==> config.mk <==
export PLATFORM = sky130hd
export DESIGN_NAME = nibble_serial_add_ctrl
export DESIGN_NICKNAME = d
export VERILOG_FILES = /design/src/rtl/nibble_serial_add_ctrl.sv
export SDC_FILE = /design/constraint.sdc
export NUM_CORES = 1
export LEC_CHECK = 0
export CORE_MARGIN = 5
export CORE_UTILIZATION = 56
export DETAILED_ROUTE_END_ITERATION = 6
export DONT_BUFFER_PORTS = 1
export HOLD_SLACK_MARGIN = 0.12
export PLACE_DENSITY_LB_ADDON = 0.1
export SYNTH_ARGS = -nofsm -noshare
export SYNTH_HDL_FRONTEND = slang
export SYNTH_SLANG_ARGS = --single-unit
export TNS_END_PERCENT = 10
==> constraint.sdc <==
create_clock -name clk -period 1.9 [get_ports clk]
set_input_delay 0.095 -clock clk [delete_from_list [all_inputs] [get_ports clk]]
set_output_delay 0.095 -clock clk [all_outputs]
set_load 0.01 [all_outputs]
==> src/rtl/nibble_serial_add_ctrl.sv <==
// nibble_serial_add_ctrl: serial add/subtract sequencer, one 4-bit slice per cycle with a registered inter-slice carry
module nibble_serial_add_ctrl #(
   parameter int NIBBLES = 4,
   localparam int W = 4 * NIBBLES
) (
   input  logic         clk,
   input  logic         rst,
   input  logic         in_valid,
   output logic         in_ready,
   input  logic [W-1:0] a,
   input  logic [W-1:0] b,
   input  logic         cin,
   input  logic         sub,
   output logic         out_valid,
   input  logic         out_ready,
   output logic [W-1:0] sum,
   output logic         cout,
   output logic         ovf,
   output logic         busy
);
   localparam int IW = NIBBLES > 1 ? $clog2(NIBBLES) : 1;
   typedef enum logic [1:0] {IDLE, RUN, DONE} state_t;
   state_t        state, state_nx;
   logic [W-1:0]  ra, rb;
   logic          carry;
   logic [IW-1:0] idx;
   logic [4:0]    s5;
   logic [3:0]    lo;
   logic [W+3:0]  sh;
   logic          last;
   assign last      = idx == IW'(NIBBLES - 1);
   assign s5        = {1'b0, ra[3:0]} + {1'b0, rb[3:0]} + {4'd0, carry};
   assign lo        = {1'b0, ra[2:0]} + {1'b0, rb[2:0]} + {3'd0, carry};
   assign sh        = {s5[3:0], sum} >> 4;
   assign in_ready  = state == IDLE;
   assign out_valid = state == DONE;
   assign busy      = state != IDLE;
   // state register
   always_ff @(posedge clk or posedge rst)
      if (rst) state <= IDLE;
      else     state <= state_nx;
   // next-state: accept, walk the slices, wait for the consumer
   always_comb begin
      state_nx = state;
      if (state == IDLE && in_valid) state_nx = RUN;
      else if (state == RUN && last) state_nx = DONE;
      else if (state == DONE && out_ready) state_nx = IDLE;
   end
   // datapath: operands shift down one slice per cycle, results shift in from the top
   always_ff @(posedge clk or posedge rst)
      if (rst) begin
         ra    <= '0;
         rb    <= '0;
         carry <= 1'b0;
         idx   <= '0;
         sum   <= '0;
         cout  <= 1'b0;
         ovf   <= 1'b0;
      end else if (state == IDLE && in_valid) begin
         ra    <= a;
         rb    <= sub ? ~b : b;
         carry <= cin ^ sub;
         idx   <= '0;
      end else if (state == RUN) begin
         ra    <= ra >> 4;
         rb    <= rb >> 4;
         carry <= s5[4];
         sum   <= sh[W-1:0];
         idx   <= last ? '0 : idx + IW'(1);
         if (last) begin
            cout <= s5[4];
            ovf  <= lo[3] ^ s5[4];
         end
      end
endmodule

==> flow_summary.ini, run 1 <==
[power_and_ir_drop]
fin_total_pwr_mw = 4.17
power_density_nw_per_um2 = 1310
p_int_mw = 2.60
irDropWorstVdd_v = 0.000858
swShare_pct = 37.7
p_sw_mw = 1.57
power_frac_comb_pct = 33.5
clkPwrFrac_pct = 16.4
pwr-share-seq_pct = 50.1
p_leak_nw = 1.53

[route]
vias_per_cell = 5.47
wirelength_um = 5760
first_pass_iters = 4
wl_per_cell_um = 16.2
drc = 0
vias = 1948
ant_nets = 0
dr.first_iter.drc_count = 113

[global_route]
antenna_found_initial = 0
grt_max_degree = 44
grt_usage_pct = 21.7
grt_pass1_wl_um = 10300
grt_pass1_vias = 2125
gr-total-overflow = 0

[layout]
final_common_cell = nand2_1
fillers = 298
n_antenna_cell = 0
final_layout_size_suffix_gt1_share_pct = 6.91
fin_area_um2 = 3190
area_growth_pct = 28.8
post-route-util_pct = 73.8
instances_no_fill = 356
final_net_count = 347
final_cell_mix = nand2_1, dfrtp_1, dlygate4sd3_1, xnor2_1, nor2_1

[clock_network]
clk_pin_slew_ns = 0.09
cts_sinks = 55
cts-root-buf = clkbuf_8
cts_made_buffers = 5
cts_buffer_depth = 2
clock_latency_ns = 0.30
cts.htree.levels = 2
cts_tree = yes
postCtsSetupBuffers = 0

[setup_path]
critPathSlowestCell = fa_2
cp_cell_sequence = fa_2, fa_2, a21o_1, a21oi_2, xnor2_1, o21ai_1
worst-setup-path-type = reg2reg
required_ns = 2.09
end_kind = flip-flop
cpPeakStageDelay_ns = 0.42
setup.worst_path.start_class = flip-flop
arrival_ns = 2.09
crit_fanout = 3
critical_path.most_common_cell = fa_2

[die]
start_util_pct = 57.3
die_area_um2 = 5850
pin_count = 59
core-area_um2 = 4320
rows = 24
die_x_um = 76.5
die_h_um = 76.5

[synth]
synth-seq-area-share_pct = 55.6
syn_inst = 252
synthFlopType = dfrtp_1
yosys_warnings = 0
synth-seq-cells = 55
async_flop_share_pct = 100
avgSynthCellArea_um2 = 9.83
synth_cell_types = 21
synth_nets = 296
syn_area_um2 = 2480
synth_edf_count = 0

[timing]
fmax_mhz = 527
rsz0062_at_grt = yes
min_period_ns = 1.90
hold_violations = 0
setup_viol = 0
post-route-period-util_pct = 99.9
fin_ws_ns = 0.00212
relSlewSlack_pct = 58.8
fin_skew_ns = 0.00354
worst_slew_pin_slew_ns = 0.617
slew_violations = 0

[min_path]
hold_class = in2reg

[placed_design]
place_inst = 296
io_buffer_count = 0
dp_worst_setup_slack_ns = -0.0670
place.gp.congestion = 0.782
post_dp_cell_area_um2 = 2570
hpwl_um = 3330

[status]
outcome = completed

[job]
maxCapViolations = 0
[path summary, 6_finish.rpt]
path                                to  startpoint  slack [ns]  depth (start not counted)
max in group asynchronous       rb[14]         rst        1.13                          3
worst max register to register     ovf       carry       0.002                          6
worst max-delay path               ovf       carry       0.002                          6
worst min-delay path             carry         sub        0.13                          3
worst min register to register   ra[7]       ra[7]        0.48                          2
min in group asynchronous       ra[10]         rst        0.25                          2
[state kept, by name, indices dropped and copies added, names as in the netlist]
| register | cells |
|---|---|
| ovf | 1 |
| rb | 16 |
| state | 2 |
| idx | 2 |
| cout | 1 |
| sum | 16 |
| carry | 1 |
| ra | 16 |
[per-layer routing]
metal  vias up  global-route usage [%]  share of wire (%)
met3        14                    7.09                6.1
met1       923                    28.0                 42
li1        942                       -                  -
met4         0                    8.74                2.2
met5         -                       0                  0
met2        69                    33.8                 49
[power by group through the flow]
stage	combinational, mW	clock (mW)	sequential [mW]
floorplan	1.02	0	2.00
global route	1.62	0.767	2.17
global placement	1.24	0	2.09
finish	1.40	0.686	2.09
detailed placement	1.27	0	2.11
CTS	1.39	0.702	2.09
[cells in the mapped netlist, types with 2 or more instances]
library cell	n	share of area [%]
fa_1	2	1.6
inv_1	3	0.45
buf_1	2	0.30
clkbuf_1	5	0.76
ha_1	4	2.0
nand3_1	5	1.0
xor2_1	2	0.71
a22oi_1	13	3.9
xnor2_1	18	6.4
nand2_1	83	13
o21ai_0	14	2.8
buf_2	8	1.6
a221o_1	12	4.8
a21o_1	2	0.61
nor2_1	15	2.3
dfrtp_1	55	56
a21oi_1	5	1.0
[stage by stage]
| stage | TNS [ns] | hold slack [ns] |
|---|---|---|
| 6_report | 0 | 0.125 |
| 5_1_grt | -0.0556 | 0.122 |
| 4_1_cts | 0 | 0.120 |
| 3_5_place_dp | -0.0670 | 0.0161 |
| 3_3_place_gp | -0.0165 | 0.0144 |
| 2_1_floorplan | 0 | 0.191 |
[layout make-up]
type / instances / area (um2) / share of cell area, %
Clock buffer: 8 / 100 / 3.14
Inverter: 3 / 11.3 / 0.353
Multi-Input combinational cell: 179 / 1040 / 32.6
Sequential cell: 55 / 1380 / 43.1
Tap cell: 52 / 65.1 / 2.04
Timing Repair Buffer: 59 / 598 / 18.7
[cell families (layout without fill, tap and decap cells)]
| kind of cell | Yosys count | after routing | synth area share (%) |
|---|---|---|---|
| flip-flops | 55 | 55 | 55.6 |
| XOR/XNOR | 20 | 20 | 7.07 |
| AO/OA/AOI/OAI | 47 | 47 | 13.5 |
| buffers and inverters | 18 | 70 | 3.13 |
| adder cells (fa/ha/maj) | 6 | 6 | 3.64 |
| AND/OR/NAND/NOR | 106 | 106 | 17.1 |
[worst max-delay path, delay by kind of cell, from the launching register on]
family          cells  cell delay (ns)
fa+ha+maj           2             0.79
compound gates      3             0.44
flops               1             0.41
xor+xnor            1             0.14
[what timing repair did]
item | CTS | global route
endpoints found under the setup margin | 1 | 1
pin swaps | 1 | 5
hold endpoints to repair | 90 | 0
gates resized for setup | 1 | 1
hold buffers | 52 | 0
Note: power is estimated with default switching activity, not from simulation.
==> inputs of run 2 (changes only) <==
--- a/config.mk
+++ b/config.mk
@@ -5,6 +5,7 @@
 export SDC_FILE = /design/constraint.sdc
 export NUM_CORES = 1
 export LEC_CHECK = 0
+export ABC_AREA = 1
 export CORE_MARGIN = 5
 export CORE_UTILIZATION = 56
 export DETAILED_ROUTE_END_ITERATION = 6
==> run 2 against run 1 <==
Synthesized cell count rose by 23%. Combinational power fell by 88%. Sequential power fell by 44%. Cell area rose by 1.8%. Register-to-register slack improved by 0.13 ns. Clock power rose by 8.6%. Final cell count rose by 16%. Count of clock-buffer cells in the layout fell by 3. Die area rose by 4.1%. Flip-flop and latch count did not move. Critical path type unchanged. Largest power group unchanged.
==> flow_summary.ini, run 2 <==
[clock_network]
cts.htree.levels = 2
cts-root-buf = clkbuf_8
cts_buffer_depth = 2
cts_sinks = 55
clock_latency_ns = 0.30
cts_made_buffers = 5
clk_pin_slew_ns = 0.10
cts_tree = yes

[synth]
avgSynthCellArea_um2 = 8.39
synth_cell_types = 23
yosys_warnings = 0
synth_largest_area_cell = dfrtp_1
synth-seq-area-share_pct = 53.1
netlist.area_leader.share_pct = 53.1
syn_inst = 309
synth.top_cells.by_count = nand2_1, dfrtp_1, nand3_1
async_flop_share_pct = 100
synth_nets = 353
synth-seq-cells = 55
synthFlopType = dfrtp_1
synth_most_common_cell = nand2_1
synth_edf_count = 0
synth_area_leaders = dfrtp_1, nand2_1, nand3_1
syn_area_um2 = 2590

[die]
core-area_um2 = 4410
die_h_um = 78.1
die_area_um2 = 6090
pin_count = 59
rows = 24
start_util_pct = 58.8
die_x_um = 78.1

[layout]
final_cell_mix = nand2_1, dfrtp_1, dlygate4sd3_1, nand3_1, xor2_1
area_growth_pct = 25.2
final_net_count = 404
final_common_cell = nand2_1
fillers = 324
final_layout_size_suffix_gt1_share_pct = 5.56
n_antenna_cell = 0
instances_no_fill = 412
largestRegisters = ra x16, rb x16, sum x16

[timing]
slew_violations = 0
tns_ns = 0
relSlewSlack_pct = 63.0
min_period_ns = 1.76
whs_ns = 0.291
rsz0062_at_grt = no
setup_viol = 0
fin_skew_ns = 0.00803
hold_violations = 0
worst_slew_pin_slew_ns = 0.554
fmax_mhz = 567
post-route-period-util_pct = 92.8

[placed_design]
place.gp.congestion = 0.825
place_inst = 351
io_buffer_count = 0
hpwl_um = 3200

[status]
outcome = completed

[setup_path]
critical_path.most_common_cell = nand2_1
r2r_slack_ns = 0.14
cp_cell_sequence = fa_2, fa_1, nand2_1, nand2_1, nand2_1, nand2_1, nand3_1, nand2_1
worst-setup-path-type = reg2reg
end_kind = flip-flop
regToRegEndpoint = ovf
cpPeakStageDelay_ns = 0.42
arrival_ns = 1.96
rr_worst_depth = 8
required_ns = 2.09
r2r_start = ra[0]
setup.worst_path.start_class = flip-flop
critPathSlowestCell = fa_2
crit_fanout = 3

[global_route]
grt_max_degree = 56
gr-total-overflow = 0
grt_usage_pct = 19.1
grt_pass1_vias = 2133
grt_pass1_wl_um = 9530
antenna_found_initial = 0

[power_and_ir_drop]
p_leak_nw = 1.52
power_density_nw_per_um2 = 643
fin_total_pwr_mw = 2.09
irDropWorstVdd_v = 0.000387

[route]
wl_per_cell_um = 13.8
vias = 2131
dr.first_iter.drc_count = 69
first_pass_iters = 4
vias_per_cell = 5.17
ant_nets = 0
drc = 0
wirelength_um = 5700

[job]
maxCapViolations = 0

[min_path]
hold_class = in2async
-- run 2: metrics by stage --
step	setup slack, ns	utilization (%)	cell area, um2
6_report	0.137	73.6	3250
5_1_grt	0.00260	73.6	3250
4_1_cts	0.0607	73.4	3240
3_5_place_dp	0.0826	58.9	2600
3_3_place_gp	0.121	58.9	2600
2_1_floorplan	0.173	-	2590
-- run 2: final cells by class --
cell class	count	area (um2)	area share [%]
Clock inverter	2	37.5	1.16
Clock buffer	5	68.8	2.12
Tap cell	52	65.1	2.00
Timing Repair Buffer	57	573	17.6
Sequential cell	55	1380	42.4
Inverter	15	56.3	1.73
Multi-Input combinational cell	226	1070	33.0
-- run 2: cells by family (layout without fill, tap and decap cells) --
kind of cell	Yosys count	in the layout	synth area share, %
flip-flops	55	55	53.1
adder cells (fa/ha/maj)	6	6	3.47
XOR/XNOR	17	17	5.74
buffers and inverters	28	79	5.74
AND/OR/NAND/NOR	191	191	29.5
AO/OA/AOI/OAI	12	12	2.46
-- run 2: power breakdown --
| part | internal [mW] | switching [mW] |
|---|---|---|
| Sequential | 1.17 | 0 |
| Combinational | 0.117 | 0.0583 |
| Clock | 0.385 | 0.360 |
-- run 2: metal layers --
metal  global-route usage (%)  routed length (um)  vias to the layer above
met5                        0                   0                        -
met4                     6.42                 110                        0
met3                     5.72                 373                       13
met2                     32.1                2830                       60
met1                     23.3                2390                     1007
li1                         -                   -                     1051
-- run 2: timing repair --
action / CTS / global route
setup endpoints to repair: 0 / 1
hold buffers: 53 / 0
buffers inserted: 0 / 1
hold endpoints to repair: 90 / 0
resized for setup: 0 / 1
-- run 2: worst max path at each step --
stage           from   to  cells after the start  slack (ns)
6_report       ra[0]  ovf                      8        0.14
2_1_floorplan  ra[0]  ovf                      8        0.17
4_1_cts        ra[0]  ovf                      8        0.06
5_1_grt        ra[0]  ovf                      8       0.003
3_5_place_dp   ra[0]  ovf                      8        0.08
3_3_place_gp   ra[0]  ovf                      8        0.12
-- run 2: worst max-delay path, delay by kind of cell (launching register included) --
family	cells	cell delay, ns
fa+ha+maj	2	0.81
flops	1	0.41
simple gates	6	0.43
